--- src/rtl/alu_arbiter.sv ---
// ============================================================================
// Module   : alu_arbiter (with package alu_pkg and shared datapath alu)
// Brief    : Two-requester round-robin front end time-sharing one ALU.
//            Optional macro ALU_ARBITER_STATS_EN adds per-requester
//            saturating grant counters.
// Revision : 1.0 - initial release
// ============================================================================
`default_nettype none

package alu_pkg;
  typedef enum logic [2:0] {
    ALU_ADD = 3'd0,
    ALU_SUB = 3'd1,
    ALU_AND = 3'd2,
    ALU_OR  = 3'd3,
    ALU_XOR = 3'd4,
    ALU_SLT = 3'd5
  } alu_control_t;
endpackage

module alu #(
  parameter int N = 32
) (
  input  logic                 [N-1:0] a,
  input  logic                 [N-1:0] b,
  input  alu_pkg::alu_control_t        control,
  output logic                 [N-1:0] result,
  output logic                         overflow,
  output logic                         zero,
  output logic                         equal
);
  import alu_pkg::*;

  logic [N-1:0] w_sum;
  logic [N-1:0] w_diff;
  logic         w_lt;

  assign w_sum  = a + b;
  assign w_diff = a - b;
  assign w_lt   = $signed(a) < $signed(b);

  always_comb begin
    result   = '0;
    overflow = 1'b0;
    case (control)
      ALU_ADD: begin
        result   = w_sum;
        overflow = (a[N-1] == b[N-1]) && (w_sum[N-1] != a[N-1]);
      end
      ALU_SUB: begin
        result   = w_diff;
        overflow = (a[N-1] != b[N-1]) && (w_diff[N-1] != a[N-1]);
      end
      ALU_AND: result = a & b;
      ALU_OR:  result = a | b;
      ALU_XOR: result = a ^ b;
      ALU_SLT: result = {{(N-1){1'b0}}, w_lt};
      default: result = '0;
    endcase
  end

  assign zero  = (result == '0);
  assign equal = (a == b);
endmodule

module alu_arbiter #(
  parameter int N = 32
) (
  input  logic                         clk,
  input  logic                         rst_n,
  input  logic                         req0_valid,
  output logic                         req0_ready,
  input  logic                 [N-1:0] req0_a,
  input  logic                 [N-1:0] req0_b,
  input  alu_pkg::alu_control_t        req0_control,
  input  logic                         req1_valid,
  output logic                         req1_ready,
  input  logic                 [N-1:0] req1_a,
  input  logic                 [N-1:0] req1_b,
  input  alu_pkg::alu_control_t        req1_control,
  output logic                         rsp0_valid,
  input  logic                         rsp0_ready,
  output logic                 [N-1:0] rsp0_result,
  output logic                         rsp0_overflow,
  output logic                         rsp0_zero,
  output logic                         rsp0_equal,
  output logic                         rsp1_valid,
  input  logic                         rsp1_ready,
  output logic                 [N-1:0] rsp1_result,
  output logic                         rsp1_overflow,
  output logic                         rsp1_zero,
  output logic                         rsp1_equal,
`ifdef ALU_ARBITER_STATS_EN
  output logic                 [15:0]  grant_count0,
  output logic                 [15:0]  grant_count1,
`endif
  output logic                         busy
);
  import alu_pkg::*;

  typedef enum logic [1:0] {
    ST_IDLE = 2'd0,
    ST_EXEC = 2'd1,
    ST_RESP = 2'd2
  } state_t;

  state_t       r_state;
  logic         r_prio;
  logic         r_id;
  logic [N-1:0] r_a;
  logic [N-1:0] r_b;
  alu_control_t r_control;

  logic         r_rsp_valid0, r_rsp_valid1;
  logic [N-1:0] r_result0, r_result1;
  logic         r_overflow0, r_overflow1;
  logic         r_zero0, r_zero1;
  logic         r_equal0, r_equal1;

  logic         w_gnt0, w_gnt1;
  logic         w_hs0, w_hs1;
  logic [N-1:0] w_result;
  logic         w_overflow, w_zero, w_equal;

`ifdef ALU_ARBITER_STATS_EN
  logic [15:0]  r_grant_count0;
  logic [15:0]  r_grant_count1;
  assign grant_count0 = r_grant_count0;
  assign grant_count1 = r_grant_count1;
`endif

  // The pointer only breaks ties; a lone valid requester always wins.
  assign w_gnt0 = req0_valid && (!req1_valid || !r_prio);
  assign w_gnt1 = req1_valid && (!req0_valid ||  r_prio);

  // rst_n gating keeps ready low during reset even though IDLE is forced.
  assign req0_ready = rst_n && (r_state == ST_IDLE) && w_gnt0;
  assign req1_ready = rst_n && (r_state == ST_IDLE) && w_gnt1;
  assign w_hs0      = req0_valid && req0_ready;
  assign w_hs1      = req1_valid && req1_ready;

  alu #(.N(N)) u_alu (
    .a        (r_a),
    .b        (r_b),
    .control  (r_control),
    .result   (w_result),
    .overflow (w_overflow),
    .zero     (w_zero),
    .equal    (w_equal)
  );

  always_ff @(posedge clk or negedge rst_n) begin
    if (!rst_n) begin
      r_state      <= ST_IDLE;
      r_prio       <= 1'b0;
      r_id         <= 1'b0;
      r_a          <= '0;
      r_b          <= '0;
      r_control    <= ALU_ADD;
      r_rsp_valid0 <= 1'b0;
      r_rsp_valid1 <= 1'b0;
      r_result0    <= '0;
      r_result1    <= '0;
      r_overflow0  <= 1'b0;
      r_overflow1  <= 1'b0;
      r_zero0      <= 1'b0;
      r_zero1      <= 1'b0;
      r_equal0     <= 1'b0;
      r_equal1     <= 1'b0;
`ifdef ALU_ARBITER_STATS_EN
      r_grant_count0 <= 16'd0;
      r_grant_count1 <= 16'd0;
`endif
    end else begin
      unique case (r_state)
        ST_IDLE: begin
          if (w_hs0 || w_hs1) begin
            r_id      <= w_hs1;
            r_a       <= w_hs1 ? req1_a : req0_a;
            r_b       <= w_hs1 ? req1_b : req0_b;
            r_control <= w_hs1 ? req1_control : req0_control;
            r_prio    <= !w_hs1;
            r_state   <= ST_EXEC;
`ifdef ALU_ARBITER_STATS_EN
            if (w_hs0 && (r_grant_count0 != 16'hFFFF))
              r_grant_count0 <= r_grant_count0 + 16'd1;
            if (w_hs1 && (r_grant_count1 != 16'hFFFF))
              r_grant_count1 <= r_grant_count1 + 16'd1;
`endif
          end
        end
        ST_EXEC: begin
          if (r_id) begin
            r_rsp_valid1 <= 1'b1;
            r_result1    <= w_result;
            r_overflow1  <= w_overflow;
            r_zero1      <= w_zero;
            r_equal1     <= w_equal;
          end else begin
            r_rsp_valid0 <= 1'b1;
            r_result0    <= w_result;
            r_overflow0  <= w_overflow;
            r_zero0      <= w_zero;
            r_equal0     <= w_equal;
          end
          r_state <= ST_RESP;
        end
        ST_RESP: begin
          // Clearing both channels keeps the idle channel's data at zero.
          if ((r_rsp_valid0 && rsp0_ready) || (r_rsp_valid1 && rsp1_ready)) begin
            r_rsp_valid0 <= 1'b0;
            r_rsp_valid1 <= 1'b0;
            r_result0    <= '0;
            r_result1    <= '0;
            r_overflow0  <= 1'b0;
            r_overflow1  <= 1'b0;
            r_zero0      <= 1'b0;
            r_zero1      <= 1'b0;
            r_equal0     <= 1'b0;
            r_equal1     <= 1'b0;
            r_state      <= ST_IDLE;
          end
        end
        default: r_state <= ST_IDLE;
      endcase
    end
  end

  assign rsp0_valid    = r_rsp_valid0;
  assign rsp0_result   = r_result0;
  assign rsp0_overflow = r_overflow0;
  assign rsp0_zero     = r_zero0;
  assign rsp0_equal    = r_equal0;
  assign rsp1_valid    = r_rsp_valid1;
  assign rsp1_result   = r_result1;
  assign rsp1_overflow = r_overflow1;
  assign rsp1_zero     = r_zero1;
  assign rsp1_equal    = r_equal1;
  assign busy          = (r_state != ST_IDLE);
endmodule

`default_nettype wire

--- config.mk ---
export PLATFORM = sky130hd
export DESIGN_NAME = alu_arbiter
export DESIGN_NICKNAME = d
export VERILOG_FILES = /design/src/rtl/alu_arbiter.sv
export SDC_FILE = /design/constraint.sdc
export NUM_CORES = 1
export LEC_CHECK = 0
export CORE_AREA = 2 2 211 213
export CTS_CLUSTER_DIAMETER = 120
export DETAILED_ROUTE_END_ITERATION = 10
export DIE_AREA = 0 0 213 215
export GPL_TIMING_DRIVEN = 0
export HOLD_SLACK_MARGIN = 0.1
export PLACE_DENSITY = 0.47
export SLEW_MARGIN = 30
export SYNTH_ARGS = -nofsm -noshare
export SYNTH_HDL_FRONTEND = slang
export SYNTH_SLANG_ARGS = --single-unit
--- constraint.sdc ---
create_clock -name clk -period 12.7 [get_ports clk]
set_clock_uncertainty 0.05 [all_clocks]
set_input_delay 2.54 -clock clk [delete_from_list [all_inputs] [get_ports clk]]
set_output_delay 2.54 -clock clk [all_outputs]
set_load 0.05 [all_outputs]
==> impl_metrics.toml <==
[min_path]
hp-start = "rsp0_result[12]"
hold_path_end = "rsp0_result[12]"
hp-class = "reg2reg"
holdPathStages = 2

[critical_path]
crit_fanout = 79
worst-r2r-cell-count = 12
rr_endpoint = "rsp1_zero"
start_kind = "input pin"
endpoint_kind = "output port"
critical_path_class = "in2out"
r2r_start = "r_control[0]"
critPathArrivalTime_ps = 5780
rrSetupSlack_ps = 6980
cp.required_ps = 10110

[final_layout]
layout_common_cells = "clkdlybuf4s50_1, o21ai_0, dfrtp_1, nand2_1, inv_1"
stdcell_count = 2185
drive_gt1_frac = 0.05210
num-nets-final = 1826
final_common_cell = "clkdlybuf4s50_1"
antenna_cells = 0
area_growth_pct = 31.71

[clock_network]
worstSkewPairLatency_ps = 440
clock-sinks = 143
post_cts_resized = 0
numCtsBuffers = 17
cts-htree-levels = 4
cts_hold_buf = 0
cts_setup_buffers = 0
clkSlewWorstSetupHoldPaths_ps = 70
tritoncts = "done"
cts.root.buffer_cell = "clkbuf_16"
clockBufferDepth = 2

[timing]
rsz0062_at_grt = "no"
worst_slew_pin_slew_ps = 1065
finalSetupTns_ps = 0
max_slew_margin = 0.2877
fin_crit_sh = 0.6593
fmax_ghz = 0.1194
finalHoldViolCount = 0
min_period_ps = 8373
drv_slew = 0
setup_viol = 0

[synthesis]
synth_cell_types = 85
synth_largest_area_cell = "dfrtp_1"
synth_seq_area_share = 0.3205
synth-async-reset-ratio = 1.000
synth_ff_type = "dfrtp_1"
synth_edf_count = 0
synth_area_leaders = "dfrtp_1, ha_1, o21ai_0, nand2_1, a22oi_1"
synth.net_count = 1592
synth_cells = 1347
yosys_register_bits = 143
synth_area_um2 = 11170
syn_avg_cell_area_um2 = 8.289
synth_warnings = 0
synth_top_area_share = 0.3205

[global_routing]
antenna_found_initial = 3
grt_pass1_wl_um = 71030
grt_pass1_vias = 11180
grt_max_degree = 80
track_usage = 0.2069
grt_overflow = 0

[placement]
dpl.cell_count = 2154
port_buffers = 214
globalplace.congestion = 0.9115
dp_hpwl_um = 37970

[routing]
initialDrtViolationCount = 1078
avgViaCountPerCell = 5.281
dr.pass1.iters = 5
ant_nets = 0
routedWlPerCell_um = 21.88
drt_wl_total_um = 47810
drcViolationCount = 0
dr_total_vias = 11540

[floorplan]
fp.coreArea_um2 = 43640
die_w_um = 213
num_rows = 77
fp.dieH_um = 215
start_util = 0.2558
io_pins = 215
die-area_um2 = 45800

[run_status]
status = "completed"

[flow_run]
drv_cap = 0
## worst max-delay path, stage by stage
cell	delay, ps
buf_8	440
buf_16	340
nand2_1	160
a211oi_2	730
clkbuf_1	570
clkdlybuf4s50_1	930
## layer usage
layer	track usage	up-vias	wire length (um)
met4	0.05967	2	1303
met3	0.03916	80	3340
met1	0.2919	5560	22200
li1	-	5407	-
met5	0	-	13
met2	0.3195	491	20950
## cells by family (layout without fill, tap and decap cells)
family | after synthesis | after routing | share of synthesized area
AO/OA/AOI/OAI | 519 | 519 | 0.3116
AND/OR/NAND/NOR | 352 | 352 | 0.1521
buffers and inverters | 195 | 441 | 0.06757
flip-flops | 143 | 143 | 0.3205
adder cells (fa/ha/maj) | 105 | 105 | 0.1190
multiplexers | 24 | 24 | 0.02219
XOR/XNOR | 9 | 9 | 0.007060
## how the worst max path moves through the flow
stage,startpoint,end,slack (ps),cells past startpoint
after global routing,rst_n,req0_ready,4030,6
after global placement,rst_n,req0_ready,-1380,5
final,rst_n,req0_ready,4330,6
after detailed placement,rst_n,req0_ready,4230,6
after CTS,rst_n,req0_ready,4230,6
after floorplan,rst_n,req0_ready,6310,3
## final cells by class
type / count / area [um2]
Timing Repair Buffer: 215 / 2175
Multi-Input combinational cell: 1009 / 6858
Tap cell: 592 / 740.7
Clock inverter: 12 / 157.7
Clock buffer: 19 / 442.9
Inverter: 110 / 412.9
Buffer: 85 / 341.6
Fill cell: 4650 / 28940
Sequential cell: 143 / 3578
## sequential cells by signal, indices dropped and copies added (netlist names)
| register | flops |
|---|---|
| r_control | 3 |
| rsp1_overflow | 1 |
| rsp1_result | 32 |
| rsp1_valid | 1 |
| rsp0_result | 32 |
| r_b | 32 |
| r_state | 2 |
| rsp0_equal | 1 |
| r_a | 32 |
| r_id | 1 |
| rsp0_overflow | 1 |
| rsp0_zero | 1 |
| rsp0_valid | 1 |
| rsp1_equal | 1 |
| rsp1_zero | 1 |
| r_prio | 1 |
## cells in the mapped netlist, drive strengths merged (4+ instances only)
master / n
a2111oi: 6
a211o: 6
a211oi: 24
a21boi: 7
a21o: 16
a21oi: 88
a221oi: 11
a22o: 31
a22oi: 58
a31oi: 13
and2: 8
and3: 9
buf: 19
clkbuf: 66
dfrtp: 143
ha: 103
inv: 110
mux2: 6
mux2i: 18
nand2: 119
nand2b: 13
nand3: 30
nand4: 8
nor2: 83
nor2b: 14
nor3: 22
nor4: 18
o2111ai: 4
o211a: 5
o211ai: 20
o21a: 7
o21ai: 153
o21bai: 8
o221ai: 4
o22ai: 6
o31a: 4
o31ai: 15
o32ai: 4
or2: 4
or3: 7
or4: 4
xnor2: 6
## stage by stage
step / area, um2 / hold WS [ps] / util / setup WS (ps)
3_5_place_dp: 14090 / 423.0 / 0.3228 / 4230
6_report: 14710 / 432.1 / 0.3370 / 4327
5_1_grt: 14710 / 464.4 / 0.3370 / 4032
2_1_floorplan: 11170 / 417.4 / - / 6314
3_3_place_gp: 14050 / 414.1 / 0.3219 / -1382
4_1_cts: 14690 / 438.3 / 0.3366 / 4226
Power is not shown: default switching activity piles up to over one toggle a cycle in this logic, so the estimate is an artifact.
